--- src/rtl/booth_arith_pkg.sv ---
// booth_arith_pkg
// Shared definitions for the Booth multiplier / sequential divider pair:
//   - div_state_e  : divider FSM states
//   - div_latency  : clocks from an accepted start to the done pulse
//   - twos_negate  : two's-complement negate (ARITH_MAX_W bits)
//   - abs_val      : magnitude given a value and its sign bit
// Callers zero-extend narrower operands to ARITH_MAX_W and truncate the
// result back with a size cast. Only the low bits of a negate matter, so
// zero extension gives the same answer as sign extension.
package booth_arith_pkg;

   typedef enum logic [1:0] {
      IDLE,
      CALC,
      FIX,
      DONE
   } div_state_e;

   localparam int ARITH_MAX_W = 32;

   function automatic int div_latency(input int width);
      return width + 2;
   endfunction

   function automatic logic [ARITH_MAX_W-1:0] twos_negate(input logic [ARITH_MAX_W-1:0] v);
      return (~v) + ARITH_MAX_W'(1);
   endfunction

   function automatic logic [ARITH_MAX_W-1:0] abs_val(input logic [ARITH_MAX_W-1:0] v,
                                                      input logic                   neg);
      return neg ? twos_negate(v) : v;
   endfunction

endpackage

--- src/rtl/div_sign_fix.sv ---
// div_sign_fix
// Combinational sign restoration for the sequential divider.
// Ports:
//   qmag, rmag : unsigned quotient / remainder magnitudes from the iteration
//   a_val      : original dividend (two's complement)
//   b_val      : original divisor (two's complement)
//   q, r       : signed quotient (truncated toward zero) and remainder
//                (the remainder takes the sign of the dividend)
//   ovf        : most-negative / -1 overflow
module div_sign_fix #(
   parameter int WIDTH = 5
) (
   input  logic [WIDTH-1:0] qmag,
   input  logic [WIDTH-1:0] rmag,
   input  logic [WIDTH-1:0] a_val,
   input  logic [WIDTH-1:0] b_val,
   output logic [WIDTH-1:0] q,
   output logic [WIDTH-1:0] r,
   output logic             ovf
);
   import booth_arith_pkg::*;

   logic [WIDTH-1:0] most_neg;

   assign most_neg = {1'b1, {(WIDTH-1){1'b0}}};

   always_comb begin
      ovf = (a_val == most_neg) && (b_val == {WIDTH{1'b1}});
      q   = (a_val[WIDTH-1] ^ b_val[WIDTH-1]) ? WIDTH'(twos_negate(ARITH_MAX_W'(qmag))) : qmag;
      r   = a_val[WIDTH-1] ? WIDTH'(twos_negate(ARITH_MAX_W'(rmag))) : rmag;
      // The true quotient +2^(WIDTH-1) does not fit; it wraps to the most
      // negative value and the remainder is exactly zero.
      if (ovf) begin
         q = most_neg;
         r = '0;
      end
   end

endmodule

--- src/rtl/seq_booth_divider.sv ---
// seq_booth_divider
// Sequential signed restoring divider, one quotient bit per clock.
// States IDLE -> CALC (WIDTH cycles) -> FIX -> DONE -> IDLE.
// Ports:
//   clk, rst_n  : clock, asynchronous active-low reset
//   start       : request, sampled only in IDLE
//   a, b        : signed dividend / divisor, captured on accepted start
//   busy        : high while an operation is in flight (through DONE)
//   done        : one-cycle pulse; q/r/ovf/dbz valid from this cycle
//   q, r        : signed quotient / remainder, held until the next start
//   ovf         : most-negative / -1 overflow
//   dbz         : divide-by-zero flag
// Optional feature macro SEQ_DIV_DBZ_EN: when defined, b == 0 is caught at
// acceptance and the FSM jumps straight to DONE with dbz=1, q=all ones,
// r=a. When undefined, dbz is tied low and b == 0 runs at full latency.
module seq_booth_divider #(
   parameter int WIDTH = 5
) (
   input  logic             clk,
   input  logic             rst_n,
   input  logic             start,
   input  logic [WIDTH-1:0] a,
   input  logic [WIDTH-1:0] b,
   output logic             busy,
   output logic             done,
   output logic [WIDTH-1:0] q,
   output logic [WIDTH-1:0] r,
   output logic             ovf,
   output logic             dbz
);
   import booth_arith_pkg::*;

   localparam int CNT_W = $clog2(WIDTH);

   div_state_e       state_q, state_d;
   logic [CNT_W-1:0] cnt_q, cnt_d;
   logic [WIDTH:0]   acc_q, acc_d;
   logic [WIDTH-1:0] dvd_q, dvd_d;
   logic [WIDTH-1:0] bmag_q, bmag_d;
   logic [WIDTH-1:0] a_q, a_d;
   logic [WIDTH-1:0] b_q, b_d;
   logic [WIDTH-1:0] q_q, q_d;
   logic [WIDTH-1:0] r_q, r_d;
   logic             ovf_q, ovf_d;
`ifdef SEQ_DIV_DBZ_EN
   logic             dbz_q, dbz_d;
`endif

   logic [WIDTH+1:0] shifted;
   logic [WIDTH+1:0] trial;
   logic [WIDTH-1:0] fix_q;
   logic [WIDTH-1:0] fix_r;
   logic             fix_ovf;

   // dvd_q starts as |a| and, as its bits shift out into the accumulator,
   // fills up with quotient bits from the right, so it ends holding |q|.
   assign shifted = {acc_q, dvd_q[WIDTH-1]};
   assign trial   = shifted - {2'b00, bmag_q};

   div_sign_fix #(
      .WIDTH (WIDTH)
   ) u_sign_fix (
      .qmag  (dvd_q),
      .rmag  (acc_q[WIDTH-1:0]),
      .a_val (a_q),
      .b_val (b_q),
      .q     (fix_q),
      .r     (fix_r),
      .ovf   (fix_ovf)
   );

   always_comb begin
      state_d = state_q;
      cnt_d   = cnt_q;
      acc_d   = acc_q;
      dvd_d   = dvd_q;
      bmag_d  = bmag_q;
      a_d     = a_q;
      b_d     = b_q;
      q_d     = q_q;
      r_d     = r_q;
      ovf_d   = ovf_q;
`ifdef SEQ_DIV_DBZ_EN
      dbz_d   = dbz_q;
`endif
      case (state_q)
         IDLE: begin
            if (start) begin
               a_d     = a;
               b_d     = b;
               dvd_d   = WIDTH'(abs_val(ARITH_MAX_W'(a), a[WIDTH-1]));
               bmag_d  = WIDTH'(abs_val(ARITH_MAX_W'(b), b[WIDTH-1]));
               cnt_d   = '0;
               acc_d   = '0;
               q_d     = '0;
               r_d     = '0;
               ovf_d   = 1'b0;
               state_d = CALC;
`ifdef SEQ_DIV_DBZ_EN
               dbz_d   = 1'b0;
               if (b == '0) begin
                  dbz_d   = 1'b1;
                  q_d     = '1;
                  r_d     = a;
                  state_d = DONE;
               end
`endif
            end
         end
         CALC: begin
            // A clear top bit on the trial difference means the divisor fit.
            if (!trial[WIDTH+1]) begin
               acc_d = trial[WIDTH:0];
               dvd_d = {dvd_q[WIDTH-2:0], 1'b1};
            end else begin
               acc_d = shifted[WIDTH:0];
               dvd_d = {dvd_q[WIDTH-2:0], 1'b0};
            end
            cnt_d = cnt_q + CNT_W'(1);
            if (cnt_q == CNT_W'(WIDTH-1)) begin
               state_d = FIX;
            end
         end
         FIX: begin
            q_d     = fix_q;
            r_d     = fix_r;
            ovf_d   = fix_ovf;
            state_d = DONE;
         end
         DONE: begin
            state_d = IDLE;
         end
         default: begin
            state_d = IDLE;
         end
      endcase
   end

   always_ff @(posedge clk or negedge rst_n) begin
      if (!rst_n) begin
         state_q <= IDLE;
         cnt_q   <= '0;
         acc_q   <= '0;
         dvd_q   <= '0;
         bmag_q  <= '0;
         a_q     <= '0;
         b_q     <= '0;
         q_q     <= '0;
         r_q     <= '0;
         ovf_q   <= 1'b0;
`ifdef SEQ_DIV_DBZ_EN
         dbz_q   <= 1'b0;
`endif
      end else begin
         state_q <= state_d;
         cnt_q   <= cnt_d;
         acc_q   <= acc_d;
         dvd_q   <= dvd_d;
         bmag_q  <= bmag_d;
         a_q     <= a_d;
         b_q     <= b_d;
         q_q     <= q_d;
         r_q     <= r_d;
         ovf_q   <= ovf_d;
`ifdef SEQ_DIV_DBZ_EN
         dbz_q   <= dbz_d;
`endif
      end
   end

   assign busy = (state_q != IDLE);
   assign done = (state_q == DONE);
   assign q    = q_q;
   assign r    = r_q;
   assign ovf  = ovf_q;
`ifdef SEQ_DIV_DBZ_EN
   assign dbz  = dbz_q;
`else
   assign dbz  = 1'b0;
`endif

endmodule

--- config.mk ---
export PLATFORM = sky130hd
export DESIGN_NAME = seq_booth_divider
export DESIGN_NICKNAME = d
export VERILOG_FILES = /design/src/rtl/booth_arith_pkg.sv /design/src/rtl/div_sign_fix.sv /design/src/rtl/seq_booth_divider.sv
export SDC_FILE = /design/constraint.sdc
export NUM_CORES = 1
export LEC_CHECK = 0
export ABC_AREA = 1
export ABC_CLOCK_PERIOD_IN_PS = 4150
export CAP_MARGIN = 20
export CORE_AREA = 2 2 79 81
export CTS_CLUSTER_DIAMETER = 200
export DETAILED_ROUTE_END_ITERATION = 7
export DIE_AREA = 0 0 81 83
export HOLD_SLACK_MARGIN = 0.03
export PLACE_DENSITY = 0.64
export SLEW_MARGIN = 5
export SYNTH_ARGS = -nofsm -noshare
export SYNTH_HDL_FRONTEND = slang
export SYNTH_SLANG_ARGS = --single-unit
--- constraint.sdc ---
create_clock -name clk -period 4.15 [get_ports clk]
set_input_delay 0.83 -clock clk [delete_from_list [all_inputs] [get_ports clk]]
set_output_delay 0.83 -clock clk [all_outputs]
set_load 0.05 [all_outputs]
==> impl_metrics.yaml, run 1 <==
yosys:
  yosysWarnings: 0
  synth_area_leaders: "sky130_fd_sc_hd__dfrtp_1, sky130_fd_sc_hd__nand2_1, sky130_fd_sc_hd__ha_1, sky130_fd_sc_hd__inv_1, sky130_fd_sc_hd__nand3_1"
  netlist_instances: 302
  seq_area_frac_synth: 0.420
  syn-mean-instance-area_um2: 8.08
  postSynthNetCount: 331
  netlist_area_um2: 2440
  synth_cell_type_count: 34
  synth_area_leader_cell: "sky130_fd_sc_hd__dfrtp_1"
  proportion_of_netlist_area_held_by_the_largest_area_contributor: 0.420
  postSynthRegisterBits: 41
final_layout:
  area_growth_syn_to_layout_pct: 16.3
  fin_cells: 404
  ratio_of_cells_with_drive_above_1_in_the_final_layout: 0.0881
  layout.nets: 357
  fin_util: 0.488
  antenna-diode-count: 0
global_routing:
  antenna_found_initial: 0
  grt_pass1_wl_mm: 8.75
  grt_start_max_net_pins: 42
  vias_in_the_first_global_route: 1882
  grt_overflow: 0
  groute.usage.overall: 0.167
worst_setup_path:
  regToRegStartpoint: "dvd_q[4]"
  critPathRequiredTime_ns: 3.32
  worst_r2r_endpoint: "acc_q[3]"
  critPathKind: "reg -> out"
  worst_ep_arrival_time_ns: 2.01
  ff2ff_path_depth: 12
  endpoint_kind: "primary output"
  setup.reg_to_reg.worst_slack_ns: 2.08
  cp-start-kind: "flip-flop"
  cp_max_fo: 4
hold_path:
  worst_hold_path_type: "reg -> reg"
  worst_hold_startpoint: "r[3]"
  hold_path_end: "r[3]"
  holdPathStages: 2
power_and_ir_drop:
  vdd_drop_max_mv: 0.365
  power.leakage_nw: 1.44
  p_per_area_nw_per_um2: 814
route:
  detail_route.wirelength_mm: 4.87
  wl_met3_um: 147
  routed.top_layer: "met4"
  met1_length_mm: 2.47
  amount_of_wire_on_met2_after_detailed_routing_mm: 2.20
  drt-wirelength-per-cell_um: 12.1
  routed_via_density: 4.79
  drt.antenna.violating_nets: 0
  dr_total_vias: 1937
  detail_route.iter0.violations: 171
  drcViolationCount: 0
  drt_first_pass_iters: 4
clock_tree:
  clock_latency_ns: 0.30
  ctsHoldBuffers: 0
  numCtsBuffers: 5
  cts_tree: "built"
  post_cts_buffers: 0
  cts_resized: 0
  clock_path_buffers: 2
  htreeDepth: 2
  cts.sinks: 41
  root_buffer: "sky130_fd_sc_hd__clkbuf_8"
  cts.reportedPaths.clkPinSlew_ns: 0.07
sta:
  max_freq_mhz: 353
  timing.slew.headroom: 0.395
  worst_slew_pin_slew_ns: 0.907
  clock-skew-final_ns: 0.00849
  post-route-period-util: 0.684
  setup_tns_ns: 0
  fin_ws_ns: 1.31
  rsz0062_at_grt: "no"
  finalSetupViolations: 0
  number_of_endpoints_with_negative_hold_slack_in_the_final_report: 0
  final_max_slew_viol_count: 0
  period_needed_ns: 2.84
die:
  floorplan.die_area_um2: 6720
  num_io_pins: 27
  initial_utilization: 0.420
  dieWidth_um: 81
  die_h_um: 83
  placeableCoreArea_um2: 5820
  rows: 28
placement:
  place_worst_setup_slack_ns: 1.59
  placedCellCount: 396
  dp_hpwl_mm: 3.73
  port-buffer-count: 25
  gp_weighted_congestion: 0.806
run:
  timing.max_cap.violations: 0
outcome:
  outcome: "finished clean"
==> how the worst max path moves through the flow <==
stage | from | to | slack, ns | cells past startpoint
2_1_floorplan | state_q[0] | busy | 2.36 | 3
3_3_place_gp | start | state_q[0] | 1.63 | 5
3_5_place_dp | start | state_q[0] | 1.59 | 5
4_1_cts | state_q[0] | busy | 1.29 | 4
5_1_grt | state_q[0] | busy | 1.21 | 4
6_report | state_q[0] | busy | 1.31 | 4
==> kinds of logic (layout without fill, tap and decap cells) <==
group	Yosys count	in the layout	synth area share
simple gates	137	137	0.255
buf+inv	50	77	0.0866
compound gates	47	47	0.115
flops	41	41	0.420
fa+ha+maj	16	16	0.0851
xor+xnor	10	10	0.0359
other cells	1	1	0.00154
==> layout by cell type (no fill, tap or decap), types with 3 or more instances in the layout <==
cell / n
sky130_fd_sc_hd__nand2_1: 83
sky130_fd_sc_hd__dfrtp_1: 41
sky130_fd_sc_hd__inv_1: 39
sky130_fd_sc_hd__nand3_1: 25
sky130_fd_sc_hd__clkdlybuf4s50_1: 24
sky130_fd_sc_hd__o21ai_0: 21
sky130_fd_sc_hd__ha_1: 15
sky130_fd_sc_hd__nor2_1: 11
sky130_fd_sc_hd__xor2_1: 9
sky130_fd_sc_hd__a21oi_1: 9
sky130_fd_sc_hd__clkbuf_8: 7
sky130_fd_sc_hd__nand4_1: 4
sky130_fd_sc_hd__o31ai_1: 4
sky130_fd_sc_hd__inv_2: 3
sky130_fd_sc_hd__nor2_2: 3
sky130_fd_sc_hd__nand2_2: 3
sky130_fd_sc_hd__nand2_4: 3
sky130_fd_sc_hd__a22o_1: 3
sky130_fd_sc_hd__o21ai_1: 3
==> cell type report <==
type,count,area (µm²)
clock buffers,7,96.3
clock inverters,1,5.00
fillers,594,2980
inverters,44,169
multi-input cells,211,1200
flip-flops and latches,41,1030
well taps,75,93.8
repair buffers,25,245
==> critical path, stage by stage (launching register included) <==
cell	delay [ns]
sky130_fd_sc_hd__dfrtp_1	0.41
sky130_fd_sc_hd__inv_1	0.08
sky130_fd_sc_hd__ha_1	0.29
sky130_fd_sc_hd__inv_2	0.13
sky130_fd_sc_hd__clkdlybuf4s50_1	0.81
==> layer usage <==
metal,vias to the layer above,track usage
li1,1019,-
met1,889,0.239
met2,25,0.249
met3,4,0.0522
met4,0,0.0370
met5,-,0
==> Yosys cell counts, drive strengths merged <==
| master | n |
|---|---|
| xor2 | 9 |
| o211ai | 2 |
| nor2 | 16 |
| nand2 | 89 |
| or2 | 1 |
| conb | 1 |
| o21ai | 25 |
| a21o | 1 |
| fa | 1 |
| a22o | 3 |
| xnor2 | 1 |
| ha | 15 |
| a21oi | 10 |
| dfrtp | 41 |
| o31ai | 4 |
| inv | 43 |
| clkbuf | 2 |
| o22ai | 2 |
| nand4 | 4 |
| nand3 | 27 |
| buf | 4 |
| clkinv | 1 |
==> stage by stage <==
step	cell area (µm²)	total power [mW]	hold slack [ns]
2_1_floorplan	2440	1.74	0.450
3_3_place_gp	2740	2.02	0.465
3_5_place_dp	2740	2.04	0.473
5_1_grt	2840	2.56	0.506
4_1_cts	2840	2.33	0.493
6_report	2840	2.31	0.488
==> power by group <==
part / total (mW) / switching, mW / leakage, nW / internal [mW]
clock network: 0.285 / 0.135 / 0.0542 / 0.150
logic: 1.34 / 0.865 / 0.863 / 0.474
registers: 0.688 / 0.121 / 0.524 / 0.567
==> state kept, by name, summed over array words and instances, names as in the netlist <==
signal / cells
q: 5
bmag_q: 5
r: 5
ovf: 1
dvd_q: 5
b_q: 4
acc_q: 6
cnt_q: 3
state_q: 2
a_q: 5
(Power assumes the default switching activity.)
==> run 2: changes to the inputs <==
Settings changed: ABC_CLOCK_PERIOD_IN_PS 4150 to 2400, PLACE_DENSITY 0.64 to 0.66.
Clock period 4.15 ns to 2.4 ns, I/O delays scaled along.
==> run 2 against run 1 <==
Against the previous run:
- die area unchanged
- largest cell class unchanged
- via count up 2.8%
- non-clock buffer count is 3 higher
- wire length rose by 5.6%
- register-to-register slack got worse by 1.7 ns
- setup slack worse by 1.1 ns
- first-iteration DRC count down 54%
- total power rose by 80%
- hold slack lost 0.37 ns
- global-route usage increased by 0.32 points
- critical path type unchanged
- cell count grew 0.74%
==> impl_metrics.yaml, run 2 (synthesized netlist as in run 1, its figures left out) <==
clock_tree:
  cts.reportedPaths.clkPinSlew_ns: 0.08
  clock_latency_ns: 0.30
  ctsHoldBuffers: 0
  cts_tree: "built"
  clock_path_buffers: 2
  numCtsBuffers: 5
  post_cts_buffers: 0
  root_buffer: "sky130_fd_sc_hd__clkbuf_8"
  cts_resized: 0
  htreeDepth: 2
  cts.sinks: 41
global_routing:
  grt_start_max_net_pins: 24
  groute.usage.overall: 0.171
  grt_overflow: 0
  grt_pass1_wl_mm: 9.05
  vias_in_the_first_global_route: 1973
  antenna_found_initial: 0
sta:
  number_of_endpoints_with_negative_hold_slack_in_the_final_report: 0
  finalSetupViolations: 0
  rsz0062_at_grt: "no"
  max_freq_mhz: 464
  period_needed_ns: 2.15
  final.hold.worst_slack_ns: 0.122
  clock-skew-final_ns: 0.00666
  fin_ws_ns: 0.246
  worst_slew_pin_slew_ns: 0.544
  timing.slew.headroom: 0.638
  final_max_slew_viol_count: 0
  setup_tns_ns: 0
  post-route-period-util: 0.898
route:
  detail_route.iter0.violations: 79
  routed_via_density: 4.89
  detail_route.wirelength_mm: 5.15
  dr_total_vias: 1991
  drt_first_pass_iters: 4
  drt-wirelength-per-cell_um: 12.6
  drt.antenna.violating_nets: 0
  drcViolationCount: 0
run:
  timing.max_cap.violations: 0
final_layout:
  commonest_non_fill_non_tap_cell_in_the_layout: "sky130_fd_sc_hd__nand2_1"
  final.fill_count: 586
  antenna-diode-count: 0
  stdcell_area_um2: 2880
  area_growth_syn_to_layout_pct: 17.9
  ratio_of_cells_with_drive_above_1_in_the_final_layout: 0.0994
  largest-register: "acc_q"
  layout_common_cells: "sky130_fd_sc_hd__nand2_1, sky130_fd_sc_hd__dfrtp_1, sky130_fd_sc_hd__inv_1"
  fin_cells: 407
  largest_register_ffs: 6
  layout.nets: 360
power_and_ir_drop:
  reg_power_frac: 0.286
  power.combinational.fraction: 0.574
  share_clk_of_total_power: 0.140
  power.internal_mw: 2.15
  vdd_drop_max_mv: 0.547
  power.leakage_nw: 1.46
  netSwitchingPower_mw: 2.01
  switching_share: 0.482
  p_per_area_nw_per_um2: 1450
outcome:
  outcome: "finished clean"
die:
  placeableCoreArea_um2: 5820
  initial_utilization: 0.420
  floorplan.die_area_um2: 6720
  die_h_um: 83
  dieWidth_um: 81
  num_io_pins: 27
  rows: 28
worst_setup_path:
  cp_cell_sequence: "ha_1, clkdlybuf4s50_1"
  critPathRequiredTime_ns: 1.92
  cp-start-kind: "flip-flop"
  cp_slowest_cell: "sky130_fd_sc_hd__clkdlybuf4s50_1"
  worst_path_largest_cell_delay_ns: 0.79
  critical-path-top-delay-family: "buffers and inverters"
  worst_ep_arrival_time_ns: 1.67
  critPathKind: "reg -> out"
  critical_path.n_buffers_inverters: 1
  cp_max_fo: 4
  endpoint_kind: "primary output"
placement:
  port-buffer-count: 25
  placedCellCount: 399
  place_worst_setup_slack_ns: 0.301
  place_area_um2: 2760
  gp_weighted_congestion: 0.852
  dp_hpwl_mm: 4.06
hold_path:
  worst_hold_path_type: "in -> async"
==> run 2: routing by layer <==
metal / global-route usage / part of all wire
met3: 0.0348 / 0.037
met1: 0.228 / 0.48
met5: 0 / 0
met4: 0.0632 / 0.022
met2: 0.270 / 0.46
==> run 2: final timing paths <==
path | from | end | slack, ns | cells after the start
max | state_q[0] | done | 0.25 | 2
max reg2reg | dvd_q[4] | acc_q[2] | 0.39 | 12
max in group asynchronous | rst_n | a_q[4] | 1.62 | 2
min in group clk | q[1] | q[1] | 0.49 | 2
min reg2reg | q[1] | q[1] | 0.49 | 2
min | rst_n | q[0] | 0.12 | 1
==> run 2: power by group through the flow <==
| stage | Sequential (mW) | Clock [mW] | Combinational (mW) |
|---|---|---|---|
| floorplan | 1.36 | 0 | 1.65 |
| global placement | 1.19 | 0 | 2.32 |
| detailed placement | 1.20 | 0 | 2.38 |
| CTS | 1.19 | 0.600 | 2.39 |
| global route | 1.22 | 0.629 | 2.71 |
| finish | 1.19 | 0.583 | 2.39 |
==> run 2: layout make-up <==
type / count / area (µm²) / share of cell area
Multi-Input combinational cell: 211 / 1200 / 0.418
Sequential cell: 41 / 1030 / 0.357
Timing Repair Buffer: 28 / 265 / 0.0922
Inverter: 44 / 169 / 0.0587
Tap cell: 75 / 93.8 / 0.0326
Clock buffer: 6 / 82.6 / 0.0287
Clock inverter: 2 / 37.5 / 0.0130
==> run 2: metrics by stage <==
step	power, mW	utilization
2_1_floorplan	3.01	-
3_3_place_gp	3.51	0.474
3_5_place_dp	3.59	0.474
4_1_cts	4.18	0.495
5_1_grt	4.56	0.495
6_report	4.16	0.495
